`config.mk`:
```
export PLATFORM = sky130hd
export DESIGN_NAME = dac_shift_agc
export DESIGN_NICKNAME = d
export VERILOG_FILES = /design/src/rtl/dac_shift_agc.sv
export SDC_FILE = /design/constraint.sdc
export NUM_CORES = 1
export LEC_CHECK = 0
export ABC_AREA = 1
export BUFFER_PORTS_ARGS = -buffer_cell sky130_fd_sc_hd__buf_2
export CORE_ASPECT_RATIO = 1.5
export CORE_UTILIZATION = 30
export CTS_CLUSTER_DIAMETER = 50
export DETAILED_ROUTE_END_ITERATION = 16
export SETUP_SLACK_MARGIN = 0.5
export SYNTH_ARGS = -nofsm -noshare
export SYNTH_HDL_FRONTEND = slang
export SYNTH_SLANG_ARGS = --single-unit
```
`constraint.sdc`:
```
create_clock -name clk_in -period 5.7 [get_ports clk_in]
set_input_delay 0 -clock clk_in [delete_from_list [all_inputs] [get_ports clk_in]]
set_output_delay 0 -clock clk_in [all_outputs]
set_load 0.01 [all_outputs]
```
`src/rtl/dac_shift_agc.sv`:
```
// rtl/dac_shift_agc.sv - TX DAC automatic shift (headroom) controller
// Optional: define DAC_AGC_FAST_RELEASE_EN to release straight to the measured window headroom.
module dac_shift_agc #(
   parameter int in_width     = 27,
   parameter int out_width    = 14,
   parameter int WINDOW_LOG2  = 10,
   parameter int HOLD_WINDOWS = 8
) (
   input  logic                       clk_in,
   input  logic                       rst_n,
   input  logic signed [in_width-1:0] DATA_IN,
   input  logic                       data_valid,
   input  logic                       enable,
   input  logic [7:0]                 manual_distance,
   output logic signed [in_width-1:0] DATA_OUT,
   output logic                       DATA_OUT_valid,
   output logic [7:0]                 distance,
   output logic [1:0]                 state_out
);

   localparam int MAX_SHIFT = in_width - out_width;
   localparam logic [7:0] MAX_D  = 8'(MAX_SHIFT);
   localparam logic [7:0] HOLD_N = 8'(HOLD_WINDOWS);

   typedef enum logic [1:0] {
      ST_MANUAL = 2'd0,
      ST_TRACK  = 2'd1,
      ST_HOLD   = 2'd2
   } state_t;

   state_t                 state, state_nx;
   logic [7:0]             dist_nx;
   logic [WINDOW_LOG2-1:0] win_cnt, cnt_nx;
   logic [7:0]             win_min, min_nx;
   logic [7:0]             hold_cnt, hold_nx;

   logic [7:0] s_req;
   logic       run;
   logic [7:0] min_now;
   logic [7:0] man_cl;
   logic [7:0] hold_inc;
   logic [7:0] rel_value;
   logic       win_end;
   logic       attack;
   logic       quiet;

   // Count bits below the sign that still match it; scanning stops at MAX_SHIFT, which is the clamp.
   always_comb begin
      s_req = '0;
      run   = 1'b1;
      for (int i = in_width - 2; i >= in_width - 1 - MAX_SHIFT; i--) begin
         if (run && (DATA_IN[i] == DATA_IN[in_width-1]))
            s_req = s_req + 8'd1;
         else
            run = 1'b0;
      end
   end

   always_comb begin
      min_now = (s_req < win_min) ? s_req : win_min;
      man_cl  = (manual_distance > MAX_D) ? MAX_D : manual_distance;
      win_end = data_valid && (win_cnt == '1);
      attack  = data_valid && (s_req < distance);
      quiet   = min_now > distance;
      hold_inc = (state == ST_HOLD) ? hold_cnt + 8'd1 : 8'd1;
`ifdef DAC_AGC_FAST_RELEASE_EN
      rel_value = min_now;
`else
      rel_value = (distance >= MAX_D) ? MAX_D : distance + 8'd1;
`endif
   end

   always_comb begin
      state_nx = state;
      dist_nx  = distance;
      cnt_nx   = win_cnt;
      min_nx   = win_min;
      hold_nx  = hold_cnt;
      if (!enable || state == ST_MANUAL) begin
         state_nx = enable ? ST_TRACK : ST_MANUAL;
         dist_nx  = man_cl;
         cnt_nx   = '0;
         min_nx   = MAX_D;
         hold_nx  = '0;
      end else begin
         if (data_valid) begin
            cnt_nx = win_cnt + 1'b1;
            min_nx = win_end ? MAX_D : min_now;
         end
         // Attack takes priority over any window-end decision on the same sample.
         if (attack) begin
            dist_nx  = s_req;
            hold_nx  = '0;
            state_nx = ST_TRACK;
         end else if (win_end) begin
            if (quiet && hold_inc >= HOLD_N) begin
               dist_nx  = rel_value;
               hold_nx  = '0;
               state_nx = ST_TRACK;
            end else if (quiet) begin
               hold_nx  = hold_inc;
               state_nx = ST_HOLD;
            end else begin
               hold_nx  = '0;
               state_nx = ST_TRACK;
            end
         end
      end
   end

   always_ff @(posedge clk_in or negedge rst_n) begin
      if (!rst_n) begin
         state    <= ST_MANUAL;
         distance <= '0;
         win_cnt  <= '0;
         win_min  <= MAX_D;
         hold_cnt <= '0;
      end else begin
         state    <= state_nx;
         distance <= dist_nx;
         win_cnt  <= cnt_nx;
         win_min  <= min_nx;
         hold_cnt <= hold_nx;
      end
   end

   always_ff @(posedge clk_in or negedge rst_n) begin
      if (!rst_n) begin
         DATA_OUT       <= '0;
         DATA_OUT_valid <= 1'b0;
      end else begin
         DATA_OUT_valid <= data_valid;
         if (data_valid)
            DATA_OUT <= DATA_IN;
      end
   end

   assign state_out = state;

endmodule

```
* After elaboration in Yosys (flattened, before gate mapping)
Cells that the tools add are included.
** Operators by class
- Add/sub/neg operators :: 15
- $mul :: 0
- Div/mod/pow operators :: 0
- Order comparisons :: 6
- Equality and inequality tests :: 15
- Shift-type cells :: 0
- Multiplexer cells :: 49
- Bitwise operators :: 0
- Reductions and logical operators :: 22
** Operator list (count)
- $mux W8 :: 27
- $add A8 B1 Y8 const B :: 13
- $mux W10 :: 2
- $ge A8 B4 Y1 const B :: 2
- $lt A8 B8 Y1 :: 2
- $logic_and A1 B1 Y1 :: 15
- $mux W1 :: 14
- $eq A1 B1 Y1 :: 13
- $mux W2 :: 6
- $add A10 B1 Y10 const B :: 1
- $eq A10 B10 Y1 const B :: 1
- $gt A8 B4 Y1 const B :: 1
- $gt A8 B8 Y1 :: 1
- $reduce_bool A3 Y1 :: 2
- $add A1 B1 Y2 const B :: 1
- $eq A2 B2 Y1 const B :: 1
- $logic_not A2 Y1 :: 1
- $reduce_and A2 Y1 :: 1
- $reduce_bool A2 Y1 :: 1
- $logic_not A1 Y1 :: 1
- $logic_or A1 B1 Y1 :: 1
** Storage, ports and cells
- Register bits :: 64
- Latch bits :: 0
- Bits in writable memories :: 0
- ROM bits :: 0
- Input port bits :: 39
- Word-level logic and storage cells :: 114
- Memories kept :: 0

* Logic depth before layout (Yosys ltp)
- Word-level depth :: 34
- Gate-level depth with buffers :: 67
- Mapped depth without buffers :: 65

* Worst setup path before layout
No wires, ideal clock.
- Kind :: in2reg
- From :: input port DATA_IN[26]
- To :: register distance[1]
- Setup time :: 0.118 ns
- Arrival time :: 8.011 ns
- Setup slack :: -2.429 ns
- Stages on the path :: 65
- Buffers on the path :: 3
- Path through :: buf_6 -> nand2_1 -> nand2_2 -> nand2_4 -> nand2_1 -> ha_1 -> inv_1 -> nand4_1 -> and2_1 -> ha_1 -> nand2_1 -> nand2_1 -> ha_1 -> or2_0 -> and2_1 -> ha_1 -> nand2_1 -> nand2_1 -> (+29 left out) -> nand2_1 -> buf_2 -> nand2_1 -> a21boi_1 -> inv_1 -> ha_1 -> a21oi_1 -> o21ai_0 -> nand2_1 -> o211ai_1 -> o21ai_0 -> o21ai_0 -> nand2_1 -> nand2_1 -> buf_2 -> nand2_1 -> a21oi_1 -> nor2_1
** Between the ends
- Cells in the longest elaborated chain, start to end :: 32
- Elaborated cells between the ends (all ways) :: 73
** RTL lines
- from (decl) :: line 11 : input logic signed [in_width-1:0] DATA_IN,
- $eq A1 B1 Y1 :: line 52 : if (run && (DATA_IN[i] == DATA_IN[in_width-1]))
- $mux W1 :: line 52
- $add A1 B1 Y2 or $logic_and A1 B1 Y1 (tied branches) :: line 53, 52
- $mux W2 or $mux W1 (tied branches) :: line 52
- $add A8 B1 Y8 or $logic_and A1 B1 Y1 (tied branches) :: line 53, 52
- $mux W8 or $mux W1 (tied branches) :: line 52
- $add A8 B1 Y8 or $logic_and A1 B1 Y1 (tied branches) :: line 53, 52
- $mux W8 or $mux W1 (tied branches) :: line 52
- (+16 left out)
- $add A8 B1 Y8 or $logic_and A1 B1 Y1 (tied branches) :: line 53, 52
- $mux W8 * :: line 52
- $lt A8 B8 Y1 :: line 60 : min_now = (s_req < win_min) ? s_req : win_min;
- $mux W8 :: line 60
- $gt A8 B8 Y1 :: line 64 : quiet = min_now > distance;
- $logic_and A1 B1 Y1 :: line 96 : if (quiet && hold_inc >= HOLD_N) begin
- $reduce_bool A3 Y1 (no line)
- $reduce_and A2 Y1 (no line)
- to (signal assigned) :: line 120 : distance <= dist_nx;
- to (decl) :: line 17 : output logic [7:0] distance,
Mark *: on every way between the ends. The rest lies on a longest branch, timed or not.
A chain may end at the register's enable or synchronous reset.

* Worst setup path after layout
- From :: input port DATA_IN[26]
- To :: register hold_cnt[1]
** Between the ends
- Cells in the longest elaborated chain, start to end :: 34
- Elaborated cells between the ends (all ways) :: 74
** RTL lines
- $eq A1 B1 Y1 :: line 52
- $mux W1 :: line 52
- $add A1 B1 Y2 or $logic_and A1 B1 Y1 (tied branches) :: line 53, 52
- $mux W2 or $mux W1 (tied branches) :: line 52
- $add A8 B1 Y8 or $logic_and A1 B1 Y1 (tied branches) :: line 53, 52
- $mux W8 or $mux W1 (tied branches) :: line 52
- $add A8 B1 Y8 or $logic_and A1 B1 Y1 (tied branches) :: line 53, 52
- $mux W8 or $mux W1 (tied branches) :: line 52
- (+18 left out)
- $lt A8 B8 Y1 :: line 60
- $mux W8 :: line 60
- $gt A8 B8 Y1 :: line 64
- $mux W8 or $logic_and A1 B1 Y1 (tied branches) :: line 100, 96
- $mux W8 :: line 96
- $mux W8 :: line 95 : end else if (win_end) begin
- $mux W8 :: line 91 : if (attack) begin
- $mux W8 :: line 79 : if (!enable || state == ST_MANUAL) begin
- to (signal assigned) :: line 123 : hold_cnt <= hold_nx;
- to (decl) :: line 35 : logic [7:0] hold_cnt, hold_nx;
Mark *: on every way between the ends. The rest lies on a longest branch, timed or not. The select of a mux whose other input is x is not followed.

==> flow_summary.yaml <==
critical_path:
  cp_common_cell: "buf_4"
  worst-path-buf-inv: 22
  reg2reg_slack_ns: 2.58
  startpoint: "DATA_IN[26]"
  required_ns: 5.95
  critPathSlowestCell: "ha_1"
  arrival_ns: 8.01
  worst-path-max-fanout: 8
  critical_path.top_delay_family: "buffers and inverters"
  critPathKind: "in2reg"
  regToRegEndpoint: "hold_cnt[1]"
  end_kind: "flip-flop"
  start_kind: "input port"
  cp-endpoint: "hold_cnt[1]"
  crit_cells: 63
  r2r_start: "win_min[3]"
  r2r_cells: 19
  crit_path_max_incr_delay_ns: 0.31
worst_hold_path:
  hold_class: "in2reg"
sta:
  slew_headroom_pct: 31.32
  period_needed_ns: 7.754
  fin_skew_ns: 0.008239
  max_freq_mhz: 129.0
  setup_viol: 26
  rsz0062_at_grt: "yes"
  finalMaxSlewViolations: 0
  finalHoldViolations: 0
  period_share_pct: 136.0
  fin_ws_ns: -2.054
  worstMarginPinSlew_ns: 1.024
clocking:
  cts_inserted_buffers: 9
  path_clk_slew_ns: 0.06
  clock-sinks: 64
  cts_tree: "yes"
  clk_latency_ns: 0.33
  clock_tree.root_cell: "clkbuf_16"
  clockBufferDepth: 2
  h-tree-depth: 3
yosys:
  ys_warn_count: 0
  yosys.area.top_type: "dfrtp_1"
  postSynthCellCount: 666
  syn_avg_cell_area_um2: 6.979
  ys_seq_elements: 64
  ys_seq_area_share_pct: 34.54
  mappedNetlistArea_um2: 4648
  ys_types: 45
  ys.flop_type: "dfrtp_1"
  synth_area_leaders: "dfrtp_1 33%, nand2_1 16%, ha_1 10%"
  synth_edf_count: 0
  async_flop_share_pct: 100.0
  yosysTopAreaCellShare_pct: 32.84
floorplanning:
  die_w_um: 103.6
  die_y_um: 154.5
  core_area_um2: 15140
  ios: 77
  start_util_pct: 30.70
  rows: 55
  die_area_um2: 16010
outcome:
  violations: "negative setup slack"
  outcome: "finished, violations left"
route:
  post_drt_wl_per_cell_um: 11.86
  postRouteAntennaNets: 0
  viasPerCell: 4.594
  drt_pre_antenna_iters: 4
  vias: 5021
  drt_iter0_drc: 175
  drc: 0
  wl_mm: 12.96
pwr:
  p_leak_nw: 3.795
  ir_drop_v: 0.0001497
  power.density_nw_per_um2: 227.5
  power.total_w: 0.001629
cells_and_area:
  fill_cells: 1523
  seq_area_um2: 1605
  multi_input_area_um2: 2963
  final_cell_mix: "179 x nand2_1, 115 x buf_4, 86 x inv_1, 74 x buf_2, 61 x dfrtp_1"
  nets: 965
  final_util_pct: 47.31
  area_delta_synth_final_pct: 54.08
  final_common_cell: "nand2_1"
  drive_above_1_share_pct: 36.35
  diodes: 0
placed_design:
  place_congestion: 0.7895
  port_buffers: 76
  dp.final_hpwl_mm: 9.040
run:
  maxCapViolCount: 0
global_route:
  grt_overflow: 0
  antenna_found_initial: 0
  grt_pass1_vias: 4894
  grt_pass1_wl_mm: 21.74
  grt_max_degree: 65
  track_usage_pct: 16.68
metal layers:
metal | GRT usage [%] | vias up | wire, µm
li1 | - | 2591 | -
met1 | 17.72 | 2319 | 5164
met2 | 32.25 | 84 | 7100
met3 | 2.528 | 27 | 341
met4 | 7.177 | 0 | 355
met5 | 0 | - | 0
final cells by class:
| type | instances | area share, % |
|---|---|---|
| clock buffers | 10 | 3.337 |
| clock inverters | 6 | 1.607 |
| inverters | 107 | 5.678 |
| multi-input cells | 485 | 41.37 |
| flip-flops and latches | 64 | 22.41 |
| well taps | 199 | 3.477 |
| repair buffers | 222 | 22.12 |
synth_stat cells (2+ instances only):
cell,instances
nand2_1,204
inv_1,96
dfrtp_1,61
nand3_1,55
nor2_1,43
ha_1,37
a21oi_1,27
o21ai_0,26
nand4_1,12
nand2_2,11
inv_2,9
o21ai_1,9
clkbuf_1,6
nor3_1,6
a211oi_1,4
buf_2,4
o22ai_1,4
or2_2,4
a21boi_1,3
and2_1,3
dfstp_2,3
nand3_2,3
nor2_2,3
nor4_1,3
o21a_1,3
a31oi_1,2
buf_6,2
clkinv_1,2
nand2_4,2
o21ai_2,2
o31ai_1,2
or2_0,2
where the power goes:
part / internal, W / switching, W
Sequential: 0.000489 / 0.0000292
Clock: 0.000441 / 0.000216
Combinational: 0.000208 / 0.000246
flip-flops by register name, indices dropped and copies added, names as in the netlist:
| register | count |
|---|---|
| DATA_OUT | 27 |
| win_cnt | 10 |
| state_out | 2 |
| hold_cnt | 8 |
| DATA_OUT_valid | 1 |
| win_min | 8 |
| distance | 8 |
worst min-delay path, stage by stage:
cell     delay, ns
buf_2         0.09
nand3_1       0.09
nand2_2       0.07
a21oi_2       0.03
nor2_1        0.07
how the worst min path moves through the flow:
| stage | from | end | depth (start not counted) |
|---|---|---|---|
| after floorplan | rst_n | DATA_OUT[0] | 0 |
| after CTS | manual_distance[1] | distance[1] | 5 |
| after global placement | DATA_IN[10] | DATA_OUT[10] | 3 |
| after detailed placement | DATA_IN[12] | DATA_OUT[12] | 3 |
| final | manual_distance[1] | distance[1] | 5 |
| after global routing | DATA_IN[26] | DATA_OUT[26] | 4 |
per-stage QoR:
step / setup slack, ns / instances / hold slack [ns] / TNS (ns) / cell area, µm²
5_1_grt: -2.540 / 1093 / 0.07358 / -50.31 / 7162
3_3_place_gp: -2.366 / 1006 / 0.2053 / -44.69 / 5843
6_report: -2.054 / 1093 / 0.05952 / -38.97 / 7162
4_1_cts: -1.871 / 1082 / 0.04517 / -34.69 / 6874
2_1_floorplan: -1.933 / 667 / -0.2956 / -33.11 / 4725
3_5_place_dp: -2.502 / 1006 / 0.2071 / -48.32 / 5843
cell families after synthesis:
family / count (synthesis) / synth area share [%]
XOR/XNOR: 1 / 0.1885
adder cells (fa/ha/maj): 37 / 9.960
flip-flops: 64 / 34.54
AO/OA/AOI/OAI: 89 / 11.47
buffers and inverters: 119 / 10.04
AND/OR/NAND/NOR: 355 / 33.73
other: 1 / 0.08068
timing repair:
item | CTS | global route
endpoints found under the setup margin | 26 | 26
pin swaps | 34 | 47
buffers inserted | 32 | 11
cloned | 1 | 0
resized for setup | 44 | 51
hold buffers | 27 | 0
hold endpoints to repair | 87 | 0
(Power assumes the default switching activity.)
